**src/rtl/cpu_ctrl_pkg.sv**
```systemverilog
// Shared encodings for the multicycle control unit: FSM states, ALU codes, opcode and cmd values.
// Pure declarations, no logic; imported by the decoder sub-module and the control top.
// The state values are visible on the debug state_o port, so keep them stable.
package cpu_ctrl_pkg;

    typedef enum logic [3:0] {
        ST_FETCH  = 4'd0,
        ST_DECODE = 4'd1,
        ST_MEMADR = 4'd2,
        ST_MEMRD  = 4'd3,
        ST_MEMWB  = 4'd4,
        ST_MEMWR  = 4'd5,
        ST_EXECR  = 4'd6,
        ST_EXECI  = 4'd7,
        ST_ALUWB  = 4'd8,
        ST_BRANCH = 4'd9
    } state_t;

    // ALUControl codes
    localparam logic [1:0] ALU_ADD = 2'b00;
    localparam logic [1:0] ALU_SUB = 2'b01;
    localparam logic [1:0] ALU_AND = 2'b10;
    localparam logic [1:0] ALU_ORR = 2'b11;

    // Op field (instr[27:26])
    localparam logic [1:0] OP_DP  = 2'b00;
    localparam logic [1:0] OP_MEM = 2'b01;
    localparam logic [1:0] OP_BR  = 2'b10;
    localparam logic [1:0] OP_UND = 2'b11;

    // Data-processing cmd field (Funct[4:1])
    localparam logic [3:0] CMD_AND = 4'b0000;
    localparam logic [3:0] CMD_SUB = 4'b0010;
    localparam logic [3:0] CMD_ADD = 4'b0100;
    localparam logic [3:0] CMD_CMP = 4'b1010;
    localparam logic [3:0] CMD_ORR = 4'b1100;

    // Flag-write request patterns: all four flags, or only N/Z
    localparam logic [1:0] FLAGW_NONE = 2'b00;
    localparam logic [1:0] FLAGW_NZ   = 2'b10;
    localparam logic [1:0] FLAGW_ALL  = 2'b11;

endpackage

```
**src/rtl/alu_decoder.sv**
```systemverilog
// Maps a data-processing cmd and S bit to ALU operation, flag-write request and write suppression.
// Purely combinational, zero cycles.
// No handshake; outputs follow inputs.
module alu_decoder
    import cpu_ctrl_pkg::*;
(
    input  logic       alu_op,
    input  logic [3:0] cmd,
    input  logic       s_bit,
    output logic [1:0] alu_control,
    output logic [1:0] flag_w,
    output logic       no_write
);

    // Decode cmd when the FSM is in an execute state; otherwise plain ADD with no side effects
    always_comb begin
        alu_control = ALU_ADD;
        flag_w      = FLAGW_NONE;
        no_write    = 1'b0;
        if (alu_op) begin
            case (cmd)
                CMD_ADD: begin
                    alu_control = ALU_ADD;
                    flag_w      = s_bit ? FLAGW_ALL : FLAGW_NONE;
                end
                CMD_SUB: begin
                    alu_control = ALU_SUB;
                    flag_w      = s_bit ? FLAGW_ALL : FLAGW_NONE;
                end
                CMD_AND: begin
                    alu_control = ALU_AND;
                    flag_w      = s_bit ? FLAGW_NZ : FLAGW_NONE;
                end
                CMD_ORR: begin
                    alu_control = ALU_ORR;
                    flag_w      = s_bit ? FLAGW_NZ : FLAGW_NONE;
                end
                // CMP always updates all flags and never writes the destination register
                CMD_CMP: begin
                    alu_control = ALU_SUB;
                    flag_w      = FLAGW_ALL;
                    no_write    = 1'b1;
                end
                // Unsupported cmd: harmless ADD with the register write suppressed
                default: begin
                    alu_control = ALU_ADD;
                    flag_w      = FLAGW_NONE;
                    no_write    = 1'b1;
                end
            endcase
        end
    end

endmodule

```
**src/rtl/multicycle_decoder.sv**
```systemverilog
// Multicycle control unit: Moore FSM plus ALU decode driving datapath selects and raw write strobes.
// One state per cycle; LDR 5, STR 4, DP 4, B 3, undefined 2 cycles from FETCH back to FETCH.
// No backpressure; the FSM advances every clock, and reset abandons the current instruction.
module multicycle_decoder
    import cpu_ctrl_pkg::*;
#(
    parameter logic [3:0] PC_REG = 4'd15
) (
    input  logic       clk,
    input  logic       reset,
    input  logic [1:0] Op,
    input  logic [5:0] Funct,
    input  logic [3:0] Rd,
    output logic       IRWrite,
    output logic       NextPC,
    output logic       AdrSrc,
    output logic       ALUSrcA,
    output logic [1:0] ALUSrcB,
    output logic [1:0] ResultSrc,
    output logic [1:0] ImmSrc,
    output logic [1:0] RegSrc,
    output logic [1:0] ALUControl,
    output logic [1:0] FlagW,
    output logic       NoWrite,
    output logic       PCS,
    output logic       RegW,
    output logic       MemW,
    output logic [3:0] state_o
);

    state_t     state;
    state_t     next_state;

    // Raw Moore outputs before reset gating
    logic       ir_write;
    logic       next_pc;
    logic       adr_src;
    logic       alu_src_a;
    logic [1:0] alu_src_b;
    logic [1:0] result_src;
    logic       reg_w;
    logic       mem_w;
    logic       branch;
    logic       alu_op;

    // cmd and S captured in DECODE so execute/writeback do not depend on Funct staying stable
    logic [4:0] funct_q;
    logic       no_write_q;

    logic [1:0] dec_alu_control;
    logic [1:0] dec_flag_w;
    logic       dec_no_write;

    logic       in_exec;
    logic       in_aluwb;

    assign in_exec  = (state == ST_EXECR) || (state == ST_EXECI);
    assign in_aluwb = (state == ST_ALUWB);

    // State register; reset returns to FETCH immediately
    always_ff @(posedge clk or posedge reset) begin
        if (reset) begin
            state <= ST_FETCH;
        end else begin
            state <= next_state;
        end
    end

    // Next-state selection from the current state and the decoded instruction fields
    always_comb begin
        next_state = ST_FETCH;
        case (state)
            ST_FETCH:  next_state = ST_DECODE;
            ST_DECODE: begin
                case (Op)
                    OP_MEM:  next_state = ST_MEMADR;
                    OP_DP:   next_state = Funct[5] ? ST_EXECI : ST_EXECR;
                    OP_BR:   next_state = ST_BRANCH;
                    default: next_state = ST_FETCH;
                endcase
            end
            ST_MEMADR: next_state = Funct[0] ? ST_MEMRD : ST_MEMWR;
            ST_MEMRD:  next_state = ST_MEMWB;
            ST_EXECR:  next_state = ST_ALUWB;
            ST_EXECI:  next_state = ST_ALUWB;
            default:   next_state = ST_FETCH;
        endcase
    end

    // Per-state Moore outputs; anything not set here stays zero
    always_comb begin
        ir_write   = 1'b0;
        next_pc    = 1'b0;
        adr_src    = 1'b0;
        alu_src_a  = 1'b0;
        alu_src_b  = 2'b00;
        result_src = 2'b00;
        reg_w      = 1'b0;
        mem_w      = 1'b0;
        branch     = 1'b0;
        alu_op     = 1'b0;
        case (state)
            ST_FETCH: begin
                ir_write   = 1'b1;
                next_pc    = 1'b1;
                alu_src_a  = 1'b1;
                alu_src_b  = 2'b10;
                result_src = 2'b10;
            end
            ST_DECODE: begin
                alu_src_a  = 1'b1;
                alu_src_b  = 2'b10;
                result_src = 2'b10;
            end
            ST_MEMADR: alu_src_b = 2'b01;
            ST_MEMRD:  adr_src   = 1'b1;
            ST_MEMWB: begin
                result_src = 2'b01;
                reg_w      = 1'b1;
            end
            ST_MEMWR: begin
                adr_src = 1'b1;
                mem_w   = 1'b1;
            end
            ST_EXECR:  alu_op = 1'b1;
            ST_EXECI: begin
                alu_src_b = 2'b01;
                alu_op    = 1'b1;
            end
            ST_ALUWB:  reg_w = 1'b1;
            ST_BRANCH: begin
                alu_src_b  = 2'b01;
                result_src = 2'b10;
                branch     = 1'b1;
            end
            default: ;
        endcase
    end

    // Capture cmd/S on leaving DECODE and hold the write-suppress decision into ALUWB
    always_ff @(posedge clk or posedge reset) begin
        if (reset) begin
            funct_q    <= 5'd0;
            no_write_q <= 1'b0;
        end else begin
            if (state == ST_DECODE) begin
                funct_q <= Funct[4:0];
            end
            if (in_exec) begin
                no_write_q <= dec_no_write;
            end
        end
    end

    alu_decoder u_alu_decoder (
        .alu_op      (alu_op),
        .cmd         (funct_q[4:1]),
        .s_bit       (funct_q[0]),
        .alu_control (dec_alu_control),
        .flag_w      (dec_flag_w),
        .no_write    (dec_no_write)
    );

    // Selects pass straight through; during reset the state is already FETCH so they show FETCH values
    assign AdrSrc     = adr_src;
    assign ALUSrcA    = alu_src_a;
    assign ALUSrcB    = alu_src_b;
    assign ResultSrc  = result_src;
    assign ALUControl = dec_alu_control;
    assign ImmSrc     = Op;
    assign RegSrc     = {(Op == OP_MEM), (Op == OP_BR)};
    assign state_o    = state;

    // Write strobes are forced low for as long as reset is held, not just until the next edge
    assign IRWrite = ir_write & ~reset;
    assign NextPC  = next_pc  & ~reset;
    assign RegW    = reg_w    & ~reset;
    assign MemW    = mem_w    & ~reset;
    assign FlagW   = reset ? FLAGW_NONE : dec_flag_w;
    assign NoWrite = ~reset & ((in_exec & dec_no_write) | (in_aluwb & no_write_q));
    assign PCS     = ~reset & (branch | (reg_w & (Rd == PC_REG)));

endmodule
```
**config.mk**
```make
export PLATFORM = sky130hd
export DESIGN_NAME = multicycle_decoder
export DESIGN_NICKNAME = d
export VERILOG_FILES = /design/src/rtl/cpu_ctrl_pkg.sv /design/src/rtl/alu_decoder.sv /design/src/rtl/multicycle_decoder.sv
export SDC_FILE = /design/constraint.sdc
export NUM_CORES = 1
export LEC_CHECK = 0
export ABC_AREA = 1
export CORE_ASPECT_RATIO = 0.8
export CORE_MARGIN = 4
export CORE_UTILIZATION = 35
export CTS_BUF_LIST = sky130_fd_sc_hd__clkbuf_16
export DETAILED_ROUTE_END_ITERATION = 7
export GPL_TIMING_DRIVEN = 0
export PLACE_DENSITY = 0.71
export REMOVE_ABC_BUFFERS = 1
export SLEW_MARGIN = 20
export SYNTH_ARGS = -nofsm -noshare
export SYNTH_HDL_FRONTEND = slang
export SYNTH_SLANG_ARGS = --single-unit
```
**constraint.sdc**
```tcl
create_clock -name clk -period 1.05 [get_ports clk]
set_input_delay 0.105 -clock clk [delete_from_list [all_inputs] [get_ports clk]]
set_output_delay 0.105 -clock clk [all_outputs]
set_load 0.05 [all_outputs]
```
# == After elaboration in Yosys (flattened, before gate mapping) ==
# Index checks and enable logic that the tools add are counted.
# word_totals
ff_bits,10
mem_bits_rw,0
output_inout_bits,24
romBits,0
in_bits,14
latch_bits,0
elab_cells,66
mem_count,0
# op_classes
add_sub_neg,0
shift,0
div,0
reduce_logical,14
n_mul,0
n_lt_le_gt_ge,0
bitwise_logic,11
n_mux,22
eq_ne,16
# op_table
operator,n
$eq A4 B3 Y1 const B,5
$eq A4 B4 Y1 const B,5
$pmux W4 S5,1
$reduce_or A2 Y1,7
$eq A4 B2 Y1 const B,3
$pmux W2 S3,2
$pmux W4 S3,1
$mux W1,10
$mux W2,5
$and A1 B1 Y1,8
$logic_not A4 Y1,2
$pmux W2 S2,2
$reduce_or A3 Y1,2
$eq A4 B1 Y1 const B,1
$reduce_or A4 Y1,1
$mux W3,1
$eq A2 B1 Y1 const B,1
$eq A2 B2 Y1 const B,1
$logic_not A2 Y1,1
$or A1 B1 Y1,2
$logic_or A1 B1 Y1,1
$not A1 Y1,1

# == Longest topological paths before layout ==
# logic_depth
word_depth,7
depth_mapped,9

# == Hierarchy ==
# From an unflattened synthesis, not the netlist that was laid out.
# hier_totals
hier_cells,112
area_unflattened_um2,739.5
# modules_own_cells
module,area_each_um2,cells_per_inst,n_inst
multicycle_decoder,629.4,87,1
alu_decoder,110.1,25,1

# == Worst setup path before layout ==
# No wires, ideal clock.
# synth_path
kind,flip-flop to output port
startpoint,"reg state[1], in the netlist state_o[1]"
endpoint,out ALUSrcB[0]
slack_ps,-1794
path_stages_with_launch,4
n_path_buf,1
arrival_time_ps,2739
cell_sequence,dfrtp_1 -> buf_6 -> inv_1 -> o311ai_0
# synth_between
elab_chain_len,3
word_cells_on_any_way,8
# synth_rtl
item,line_no,rtl
start: declaration,multicycle_decoder.sv:31,state_t state;
start signal: assignment,multicycle_decoder.sv:65,state <= next_state;
"$eq A4 B3 Y1, or another cell as far along",multicycle_decoder.sv:102,case (state)
$reduce_or A3 Y1 (no source line) or $reduce_or A2 Y1 (tied branches),n/a,
$pmux W2 S2 *,multicycle_decoder.sv:102,
end: declaration,multicycle_decoder.sv:18,"output logic [1:0] ALUSrcB,"
# Mark *: on every way between the ends. The rest lies on a longest branch, timed or not.

# == Worst setup path after layout ==
# layout_path
startpoint,reg funct_q[4]
endpoint,out FlagW[1]
# layout_between
elab_chain_len,5
word_cells_on_any_way,10
# layout_rtl
item,line_no,rtl
start: declaration,multicycle_decoder.sv:47,logic [4:0] funct_q;
start signal: assignment,multicycle_decoder.sv:147,funct_q <= Funct[4:0];
"$eq A4 B4 Y1, or another cell as far along",alu_decoder.sv:21,case (cmd)
$reduce_or A2 Y1 (no source line),n/a,
$pmux W2 S3 *,alu_decoder.sv:21,
$mux W2 *,alu_decoder.sv:20,if (alu_op) begin
$mux W2 *,multicycle_decoder.sv:179,assign FlagW = reset ? FLAGW_NONE : dec_flag_w;
end: declaration,multicycle_decoder.sv:23,"output logic [1:0] FlagW,"
# Marks and branches as above.

==> impl_metrics.json <==
{
  "via_per_inst": 5.37,
  "fin_worst_skew_ns": 0.00311,
  "rsz0062_at_grt": "true",
  "clock_latency_ns": 0.24,
  "p_int_mw": 2.81,
  "grt_pass1_wl_um": 4550,
  "cp-start-kind": "flip-flop",
  "cts.htree.levels": 1,
  "postCtsHoldBufs": 0,
  "die_w_um": 59.0,
  "slowest_stage": "dfrtp_2",
  "rows": 14,
  "seq_area_frac_synth": 0.344,
  "antenna_found_initial": 0,
  "clk_pin_slew_ns": 0.04,
  "required_ns": 0.94,
  "r2r_slack_ns": -0.39,
  "power_switching_mw": 3.08,
  "slew_viol_final": 0,
  "end_kind": "output pin",
  "drive_gt1_frac": 0.626,
  "ys.warnings.count": 0,
  "syn_to_final_growth_pct": 127,
  "period_minus_slack_ns": 1.66,
  "syn_avg_cell_area_um2": 6.68,
  "max_freq_mhz": 602,
  "synth.ff_latch_count": 10,
  "n_antenna_cell": 0,
  "worstMarginPinSlew_ns": 0.491,
  "worstHoldPathCells": 2,
  "gp_congestion": 0.803,
  "clock_path_buffers": 2,
  "fin_cells": 195,
  "hold_viol_final": 0,
  "wire_per_inst_um": 18.1,
  "cp.arrival_ns": 1.56,
  "coreArea_um2": 1930,
  "final_nets": 186,
  "hold_end": "state_o[1]",
  "max_cap_violations": 0,
  "grt_start_max_net_pins": 14,
  "holdCritPathClass": "in -> reg",
  "grt_pass1_vias": 905,
  "worst_hold_slack_ns": 0.303,
  "crit_chain": "nand2_1 > inv_2 > nand2_1 > nand2_1 > nand2_1 > nand3_1 > nand2_1 > inv_2 > buf_8",
  "clkPwrFrac": 0.119,
  "ant_nets": 0,
  "cts.sinks": 10,
  "placed_cells": 165,
  "finalCoreUtilization": 0.857,
  "die_y_um": 48.8,
  "grt_overflow": 0,
  "drc_errors": 0,
  "grt_usage": 0.219,
  "drt-pass1-iter-count": 4,
  "cts_tree": "yes",
  "hpwl_um": 1580,
  "netlist_area_um2": 728,
  "synth_cells": 109,
  "outcome": "finished, violations left",
  "p_comb_frac": 0.727,
  "setup-violations-final": 29,
  "drt_wl_total_um": 3520,
  "seqPwrFrac": 0.154,
  "root_buffer": "clkbuf_16",
  "dr_total_vias": 1048,
  "dieArea_um2": 2880,
  "period_share": 1.58,
  "synthDistinctLibCells": 21,
  "floorplan.initialDensity": 0.378,
  "drt_iter0_markers": 56,
  "port-buffer-count": 37,
  "ios": 38,
  "p_sw_frac": 0.524,
  "violations": "setup timing",
  "cts_made_buffers": 3,
  "critical-path-max-stage-delay_ns": 0.45,
  "power_leakage_nw": 0.752,
  "ir_worst_vdd_mv": 3.15,
  "path_max_fanout": 4,
  "path_class": "reg -> out",
  "power_density_nw_per_um2": 3570,
  "setup_slack_ns": -0.612,
  "path_common_cell": "nand2_1",
  "min_from": "Op[1]",
  "r2r-start": "state_o[3]",
  "regToRegEndpoint": "no_write_q",
  "fillCellCount": 95,
  "relSlewSlack": 0.674,
  "reg2regPathDepth": 9
}
[placed cells by master (no fill, tap or decap), types with 2 or more instances in the layout]
| master | n |
|---|---|
| a21oi_1 | 5 |
| a21oi_2 | 4 |
| buf_4 | 14 |
| buf_6 | 28 |
| buf_8 | 5 |
| clkbuf_16 | 3 |
| clkdlybuf4s50_1 | 11 |
| dfrtp_1 | 4 |
| dfrtp_2 | 6 |
| dlygate4sd2_1 | 2 |
| inv_1 | 9 |
| inv_2 | 9 |
| inv_4 | 2 |
| nand2_1 | 14 |
| nand2_2 | 7 |
| nand3_1 | 5 |
| nand3_2 | 3 |
| nor2_1 | 8 |
| nor2_2 | 3 |
| nor2_4 | 10 |
| o21ai_2 | 2 |
[worst max-delay path, delay by kind of cell (launching register included)]
kind / cells / cell delay, ns
flip-flops: 1 / 0.45
AND/OR/NAND/NOR: 6 / 0.62
buffers and inverters: 3 / 0.24
[power groups by stage]
stage	Clock [mW]	Sequential [mW]	Combinational, mW
after global routing	0.719	0.926	4.47
after global placement	0	0.759	2.50
after CTS	0.684	0.832	3.67
final	0.703	0.907	4.28
after floorplan	0	0.946	1.52
after detailed placement	0	0.771	2.51
[logic make-up (layout without fill, tap and decap cells)]
logic type,after synthesis,after routing,synth area share
compound gates,18,18,0.168
buf+inv,26,88,0.170
simple gates,55,55,0.318
flops,10,10,0.344
[worst max-delay path by stage]
stage	from	to	slack, ns	depth (start not counted)
after detailed placement	reset	FlagW[1]	-1.14	7
after global placement	reset	FlagW[0]	-1.12	5
after global routing	funct_q[1]	FlagW[1]	-0.66	10
final	funct_q[4]	FlagW[1]	-0.61	9
after CTS	state_o[1]	PCS	-0.48	6
after floorplan	state_o[2]	IRWrite	-2.12	3
[flip-flops by register name, indices dropped and copies added, names as in the netlist]
| signal | flops |
|---|---|
| no_write_q | 1 |
| funct_q | 5 |
| state_o | 4 |
[what timing repair did]
| action | CTS | global route |
|---|---|---|
| buffers inserted | 25 | 10 |
| setup endpoints to repair | 34 | 32 |
| pin swaps | 13 | 9 |
| cloned | 0 | 0 |
| hold endpoints to repair | 0 | 0 |
| resized for setup | 218 | 36 |
[final cells by class]
class / count / area [µm²] / share of cell area
clock buffer: 3 / 75.1 / 0.0455
clock inverter: 1 / 3.75 / 0.00227
inverter: 21 / 87.6 / 0.0530
multi-input combinational: 73 / 554 / 0.336
sequential: 10 / 258 / 0.156
tap: 24 / 30.0 / 0.0182
timing repair buffer: 63 / 643 / 0.389
[cells in the mapped netlist]
library cell | instances | area share
nand3_1 | 9 | 0.062
o221ai_1 | 1 | 0.012
nor3_1 | 1 | 0.0069
a21oi_2 | 1 | 0.012
a21oi_1 | 8 | 0.055
buf_6 | 2 | 0.031
nor2_4 | 1 | 0.015
nor2_1 | 20 | 0.10
nand2_1 | 22 | 0.11
o31ai_4 | 1 | 0.029
nand2_2 | 1 | 0.0086
dfrtp_1 | 10 | 0.34
o311ai_0 | 1 | 0.012
and3_1 | 1 | 0.0086
o211ai_1 | 1 | 0.010
buf_4 | 3 | 0.031
o22ai_1 | 1 | 0.0086
o21ai_0 | 2 | 0.014
inv_1 | 21 | 0.11
a31oi_1 | 1 | 0.0086
o21ai_1 | 1 | 0.0069
[per-layer routing]
metal	up-vias	track usage	wire length [µm]
li1	468	-	-
met1	507	0.273	1340
met2	60	0.342	1750
met3	13	0.0503	297
met4	0	0.125	132
met5	-	0	0
[metrics by stage]
stage	total power, mW	TNS (ns)	setup slack, ns	area, µm²
6_report	5.89	-9.58	-0.612	1650
5_1_grt	6.12	-10.90	-0.663	1650
4_1_cts	5.19	-6.98	-0.478	1480
3_5_place_dp	3.29	-20.11	-1.14	1080
3_3_place_gp	3.26	-19.56	-1.12	1080
2_1_floorplan	2.47	-19.91	-2.12	683
(Power assumes the default switching activity.)
